### config.mk
export PLATFORM = sky130hd
export DESIGN_NAME = ps2_input_mapper
export DESIGN_NICKNAME = d
export VERILOG_FILES = /design/src/rtl/ps2_input_mapper.sv
export SDC_FILE = /design/constraint.sdc
export NUM_CORES = 1
export LEC_CHECK = 0
export BUFFER_PORTS_ARGS = -buffer_cell sky130_fd_sc_hd__buf_2
export CELL_PAD_IN_SITES_DETAIL_PLACEMENT = 1
export CELL_PAD_IN_SITES_GLOBAL_PLACEMENT = 1
export CORE_MARGIN = 4
export CORE_UTILIZATION = 31
export CTS_BUF_LIST = sky130_fd_sc_hd__clkbuf_16
export CTS_CLUSTER_DIAMETER = 200
export CTS_CLUSTER_SIZE = 14
export DETAILED_ROUTE_END_ITERATION = 10
export MAX_ROUTING_LAYER = met4
export PLACE_DENSITY = 0.81
export SLEW_MARGIN = 15
export SYNTH_ARGS = -nofsm -noshare
export SYNTH_HDL_FRONTEND = slang
export SYNTH_SLANG_ARGS = --single-unit
### constraint.sdc
create_clock -name clk_sys -period 1.3 [get_ports clk_sys]
set_clock_uncertainty 0.2 [all_clocks]
set_input_delay 0.065 -clock clk_sys [delete_from_list [all_inputs] [get_ports clk_sys]]
set_output_delay 0.065 -clock clk_sys [all_outputs]
set_load 0.1 [all_outputs]
### src/rtl/ps2_input_mapper.sv
// Keyboard + joystick front end: decodes ps2_key toggle events against KEYMAP,
// merges joystick bits and stretches the coin button. Optional SOCD: INPUT_SOCD_EN.
module ps2_input_mapper #(
  parameter int                    NUM_BTN    = 16,
  parameter logic [10*NUM_BTN-1:0] KEYMAP     = '0,
  parameter int                    COIN_IDX   = 0,
  parameter logic [15:0]           COIN_MIN   = 16'd0,
  parameter int                    SOCD_PAIRS = 0
) (
  input  logic               clk_sys,
  input  logic               reset_n,
  input  logic [10:0]        ps2_key,
  input  logic [NUM_BTN-1:0] joy_in,
  input  logic               release_all,
  output logic [NUM_BTN-1:0] btn_out,
  output logic               key_event
);

  logic               old_tog;
  logic               evt;
  logic               pend_v;
  logic [9:0]         pend_key;
  logic [NUM_BTN-1:0] key_state;
  logic [NUM_BTN-1:0] hit;
  logic [NUM_BTN-1:0] merged;
  logic [NUM_BTN-1:0] resolved;
  logic [NUM_BTN-1:0] stretched;
  logic               raw;

  assign evt = ps2_key[10] ^ old_tog;

  // Entry layout {ext_dc, ext, code}; ext_dc entries match either code page.
  always_comb begin
    hit = '0;
    for (int i = 0; i < NUM_BTN; i++) begin
      hit[i] = pend_v
             && (pend_key[7:0] == KEYMAP[10*i +: 8])
             && (KEYMAP[10*i+9] || (pend_key[8] == KEYMAP[10*i+8]));
    end
  end

  always_ff @(posedge clk_sys) begin
    if (!reset_n) begin
      old_tog   <= ps2_key[10];
      pend_v    <= 1'b0;
      pend_key  <= '0;
      key_event <= 1'b0;
      key_state <= '0;
    end else begin
      old_tog   <= ps2_key[10];
      key_event <= evt;
      pend_v    <= evt & ~release_all;
      pend_key  <= ps2_key[9:0];
      if (release_all) begin
        key_state <= '0;
      end else begin
        for (int i = 0; i < NUM_BTN; i++) begin
          if (hit[i]) key_state[i] <= pend_key[9];
        end
      end
    end
  end

  assign merged = key_state | joy_in;

`ifdef INPUT_SOCD_EN
  localparam int NPAIRS = (SOCD_PAIRS > NUM_BTN / 2) ? NUM_BTN / 2 : SOCD_PAIRS;

  // Opposing directions held together resolve to neutral.
  always_comb begin
    resolved = merged;
    for (int k = 0; k < NPAIRS; k++) begin
      if (merged[2*k] && merged[2*k+1]) begin
        resolved[2*k]   = 1'b0;
        resolved[2*k+1] = 1'b0;
      end
    end
  end
`else
  assign resolved = merged;
`endif

  assign raw = resolved[COIN_IDX];

  generate
    if (COIN_MIN != 16'd0) begin : g_coin
      logic [15:0] coin_cnt;
      logic        raw_q;

      always_ff @(posedge clk_sys) begin
        if (!reset_n) begin
          coin_cnt <= '0;
          raw_q    <= 1'b0;
        end else begin
          raw_q <= raw;
          if (raw && !raw_q)
            coin_cnt <= COIN_MIN - 16'd1;
          else if (coin_cnt != 16'd0)
            coin_cnt <= coin_cnt - 16'd1;
        end
      end

      always_comb begin
        stretched           = resolved;
        stretched[COIN_IDX] = raw | (coin_cnt != 16'd0);
      end
    end else begin : g_no_coin
      assign stretched = resolved;
    end
  endgenerate

  always_ff @(posedge clk_sys) begin
    if (!reset_n) btn_out <= '0;
    else          btn_out <= stretched;
  end

endmodule

==> results of run 1 <==
[sequential cells by signal, indices dropped and copies added (netlist names)]
register,count
key_event,1
old_tog,1
pend_key,10
btn_out,16
pend_v,1
key_state,1
[timing repair]
item | 4_1_cts | 5_1_grt
resized for setup | 0 | 4
endpoints found under the hold margin | 30 | 0
hold buffers | 29 | 0
setup endpoints to repair | 0 | 4
[cell usage after synthesis]
cell	number
and2_1	11
mux2i_1	1
o21a_1	16
nand3b_1	2
nor2b_1	1
buf_2	5
nand4b_1	1
xor2_1	1
nor4_2	2
dfxtp_1	30
[metrics by stage]
step	total power (W)	hold slack [ps]	std cells	worst slack, ps	instance area, um^2
4_1_cts	0.00248	252	180	1.76	1600
3_5_place_dp	0.00136	-2.76	144	118	1180
3_3_place_gp	0.00136	-7.88	144	161	1180
6_report	0.00247	259	180	23.6	1610
5_1_grt	0.00255	298	180	2.95	1610
2_1_floorplan	0.00126	-107	70	126	888
[final timing paths]
check / to / slack [ps] / cells past startpoint
worst max-delay path: btn_out[12] / 20 / 1
worst min-delay path: old_tog / 260 / 2
worst max register to register: key_state[0] / 90 / 3
worst min register to register: key_state[0] / 310 / 2
[where the power goes]
| part | switching [W] | total, W | internal [W] |
|---|---|---|---|
| clock network | 0.000367 | 0.00105 | 0.000681 |
| logic | 0.000276 | 0.000432 | 0.000156 |
| registers | 0.0000191 | 0.000990 | 0.000971 |
| total | 0.000662 | 0.00247 | 0.00181 |
[cells by family after synthesis]
group	Yosys count	synth area share
and+or+nand+nor	17	0.139
muxes	1	0.0113
buffers and inverters	5	0.0282
xor gates and xnor gates	1	0.00986
AOI/OAI and AO/OA	16	0.135
DFF	30	0.676
[final cells by class]
| type | count | area [um^2] |
|---|---|---|
| clock inverters | 2 | 7.51 |
| repair buffers | 77 | 576 |
| well taps | 31 | 38.8 |
| clock buffers | 5 | 125 |
| multi-input cells | 35 | 263 |
| fillers | 299 | 1150 |
| flip-flops and latches | 30 | 601 |
[metal layers]
| metal | part of all wire | global-route usage |
|---|---|---|
| met2 | 0.54 | 0.266 |
| met5 | 0 | - |
| met1 | 0.39 | 0.189 |
| met4 | 0.017 | 0.0636 |
| met3 | 0.050 | 0.0524 |
==> results.cfg, run 1 <==
[synthesis]
synth_area_leaders = dfxtp_1, o21a_1, and2_1
ys_seq_area_frac = 0.676
yosys.area.top_type = dfxtp_1
synth_nets = 100
postSynthCellCount = 70
ys_ff_latch = 30
synth_area_um2 = 888
netlist.area_leader.share = 0.676
synth.distinct_cells = 10
syn-mean-instance-area_um2 = 12.7
yosys_warnings = 0

[run_status]
run_status = completed

[global_routing]
grt_usage = 0.165
grt_pass1_vias = 894
grt_pass1_wl_mm = 4.30
grt.overflow.total = 0
grt_max_degree = 18
antenna_found_initial = 0

[pwr]
ir_drop_uv = 1850
powerDensity_nw_per_um2 = 1530
p_leak_nw = 0.746

[final_layout]
mostFrequentLayoutCells = buf_2, dfxtp_1, dlygate4sd3_1
layout-drive-gt1-share = 0.369
nets = 179
mostFrequentLayoutCell = buf_2
antenna_cells = 0
area_growth_pct = 81.3
final_util = 0.584

[drt]
drc_errors = 0
drtIter0Drc = 20
vias = 779
routed_wl_mm = 2.73
wl_per_cell_um = 15.2
ant_nets = 0
avgViaCountPerCell = 4.33
firstDrtPassIters = 4

[timing]
fin_crit_ps = 1280
clock.fmax_mhz = 783
finalHoldViolCount = 0
drv_slew = 0
final.period_utilization = 0.982
setup_viol = 0
tns_ps = 0
rsz0062_at_grt = no
tightest_slew_ps = 504
slew_headroom = 0.666

[floorplanning]
start_util = 0.322
die_area_um2 = 3790
rows = 19
fp.dieW_um = 61.5
core_um2 = 2760
io_pins = 47
fp.dieH_um = 61.5

[critical_path]
worstPathMaxFanout = 1
timing.rr.start = pend_key[1]
crit_arrival_ps = 1010
worst_path_max_delay_cell = buf_2
cp.required_ps = 1030
slowest_delay_ps = 420
cp-start-kind = register
crit_buf_inv = 1
cp_top_family = buffers and inverters
crit_path_end_kind = primary output
worstPathCellList = buf_2
critPathKind = register to primary output
startpoint = btn_out[12]

[clock_tree]
cts_buffer_depth = 2
h-tree-depth = 2
cts-root-buf = clkbuf_16
cts.clk_slew.worst_paths_ps = 50
cts_buffers = 5
cts_setup_buffers = 0
clock-sinks = 30
clk_latency_ps = 270
cts_tree = yes

[placed_design]
gp_congestion = 0.614
numPortBuffers = 46
dp_hpwl_mm = 1.54

[worst_hold_path]
hold_path_startpoint = ps2_key[10]
min_path_type = input port to register

[job]
maxCapViolCount = 0
Power figures use the tool's default switching activity.
==> inputs of run 2 (changes only) <==
Settings changed: ABC_AREA from default to 1, CORE_UTILIZATION 31 to 30, PLACE_DENSITY 0.81 to 0.83.
==> run 2 against run 1 <==
Net effect:
- maximum frequency decreased by 0.18%
- sequential share of layout area about the same
- critical path depth unchanged
- clock power about the same
- die area increased by 5.4%
- via count increased by 17%
- global-route usage decreased by 0.61 points
- cell area increased by 0.31%
- highest routed layer unchanged
==> results.cfg, run 2 <==
[run_status]
run_status = completed

[global_routing]
grt_pass1_wl_mm = 4.60
gr-usage-met2 = 0.303
antenna_found_initial = 0
grt-busiest-layer = met2
grt_max_degree = 20
met3_usage = 0.0639
grt_usage = 0.159
grt.overflow.total = 0
grt_pass1_vias = 1028
use_met1 = 0.130

[floorplanning]
io_pins = 47
fp.dieH_um = 63.2
die_area_um2 = 3990
core_um2 = 2830
start_util = 0.323
rows = 19
fp.dieW_um = 63.2

[critical_path]
crit_path_end_kind = primary output
cp_top_family = buffers and inverters
crit_arrival_ps = 1010
worstPathCellList = buf_2
worstPathMaxFanout = 1
cp.required_ps = 1030
cp-start-kind = register
worst_path_max_delay_cell = buf_2
crit_buf_inv = 1
critPathKind = register to primary output
slowest_delay_ps = 420

[drt]
drtIter0Drc = 31
vias = 913
ant_nets = 0
firstDrtPassIters = 4
routed_wl_mm = 2.73
avgViaCountPerCell = 4.25
drc_errors = 0
wl_per_cell_um = 12.7

[timing]
clock.fmax_mhz = 782
setup_viol = 0
tightest_slew_ps = 502
finalHoldViolCount = 0
final.period_utilization = 0.984
fin_crit_ps = 1280
drv_slew = 0
rsz0062_at_grt = no
slew_headroom = 0.668
tns_ps = 0

[synthesis]
ys_seq_area_frac = 0.658
synth_nets = 137
syn-mean-instance-area_um2 = 8.54
synth_ff_type = dfxtp_1
synth-simple-area-share = 0.241
yosys_warnings = 0
synthMuxAreaShare = 0
netlist.area_leader.share = 0.658
synth_compound_area_frac = 0.00548
synth_top_family_by_area = simple AND/OR/NAND/NOR gates
synth_xor_area_frac = 0.00959
async_flop_share = 0
yosys.area.top_type = dfxtp_1
ys_ff_latch = 30
synth_area_um2 = 913
synth_edf_count = 0
synth.distinct_cells = 13
synth_fa_ha_area_frac = 0
ys_top_cells_by_count = nor2_1, dfxtp_1, inv_1, nand2_1, buf_2
synth_area_leaders = dfxtp_1, nor2_1, inv_1
postSynthCellCount = 107
yosysMostFrequentCell = nor2_1

[final_layout]
reg_top3 = btn_out: 16 flops, pend_key: 10 flops
mostFrequentLayoutCell = buf_2
mostFrequentLayoutCells = buf_2, nor2_1, dfxtp_1, dlygate4sd3_1
antenna_cells = 0
layout-drive-gt1-share = 0.299
nets = 215
nFillCells = 337
area_growth_pct = 76.8
largest_register_ffs = 16
regMostFlops = btn_out

[pwr]
comb_power_share = 0.181
ir_drop_uv = 911
p_total_w = 0.00245
p_int_w = 0.00179
powerDensity_nw_per_um2 = 1520
p_leak_nw = 0.853
p_seq_frac = 0.404
swShare = 0.268
pwr-share-clk = 0.416
power_switching_w = 0.000656

[clock_tree]
clk_latency_ps = 270
cts_setup_buffers = 0
clock-sinks = 30
cts-root-buf = clkbuf_16
cts_tree = yes
cts_buffer_depth = 2
h-tree-depth = 2
cts.clk_slew.worst_paths_ps = 50
cts_buffers = 5

[job]
maxCapViolCount = 0

[placed_design]
dp_hpwl_mm = 1.72
numPortBuffers = 46
gp_congestion = 0.701

[worst_hold_path]
min_path_type = input port to register
-- run 2: cell count changes after synthesis, sizes merged, moves of 2 or more --
cell	previous run	this run
nor2	0	39
o21a	16	0
inv	0	15
nand2	0	14
and2	11	0
nand3b	2	0
nor4	2	0
-- run 2: cells by family after synthesis --
group	after synthesis
buf+inv	19
xor+xnor	1
flops	30
compound gates	1
simple gates	56
-- run 2: final cells by class --
class                           instances  area, um^2  area share
Clock buffer                            5         125      0.0775
Sequential cell                        30         602       0.373
Timing Repair Buffer                   75         553       0.342
Multi-Input combinational cell         58         234       0.145
Inverter                               15        58.8      0.0364
Tap cell                               31        38.8      0.0240
Clock inverter                          1        3.75     0.00232
-- run 2: per-stage QoR --
stage	utilization	worst slack (ps)	std cells	hold WS (ps)	cell area [um^2]
6_report	0.571	21.2	215	265	1620
5_1_grt	0.571	2.61	215	282	1620
4_1_cts	0.569	9.31	215	255	1610
3_5_place_dp	0.421	131	180	2.83	1190
3_3_place_gp	0.421	205	180	-7.18	1190
2_1_floorplan	-	126	107	-107	913
-- run 2: power groups by stage --
stage          sequential (W)  combinational [W]  clock (W)
6_report             0.000988           0.000442    0.00102
5_1_grt              0.000992           0.000470    0.00109
4_1_cts              0.000989           0.000441    0.00105
3_5_place_dp          0.00101           0.000372          0
3_3_place_gp          0.00100           0.000364          0
2_1_floorplan         0.00121          0.0000609          0
-- run 2: per-layer routing --
layer / wire, um / share of wire / up-vias
met3: 158 / 0.058 / 6
met1: 932 / 0.34 / 417
met2: 1580 / 0.58 / 31
li1: - / - / 459
met5: 0 / 0 / -
met4: 62 / 0.023 / 0
-- run 2: path summary, 6_finish.rpt --
kind,slack (ps),depth (start not counted),to,start
setup / recovery,20,1,btn_out[6],btn_out[6]
hold / removal,260,2,old_tog,ps2_key[10]
setup reg to reg,180,5,key_state[0],pend_key[1]
hold reg to reg,330,4,key_state[0],pend_key[9]
-- run 2: worst register-to-register path, cell delays in order, from the launching register on --
cell and delay, ps:
dfxtp_1 290, or2_1 230, nor2_2 130, nand3_1 70, nand2_1 60, nor2_1 40
-- run 2: timing repair --
action                                 4_1_cts  5_1_grt
setup endpoints to repair                    0        5
resized for setup                            0        4
hold buffers                                29        0
endpoints found under the hold margin       30        0
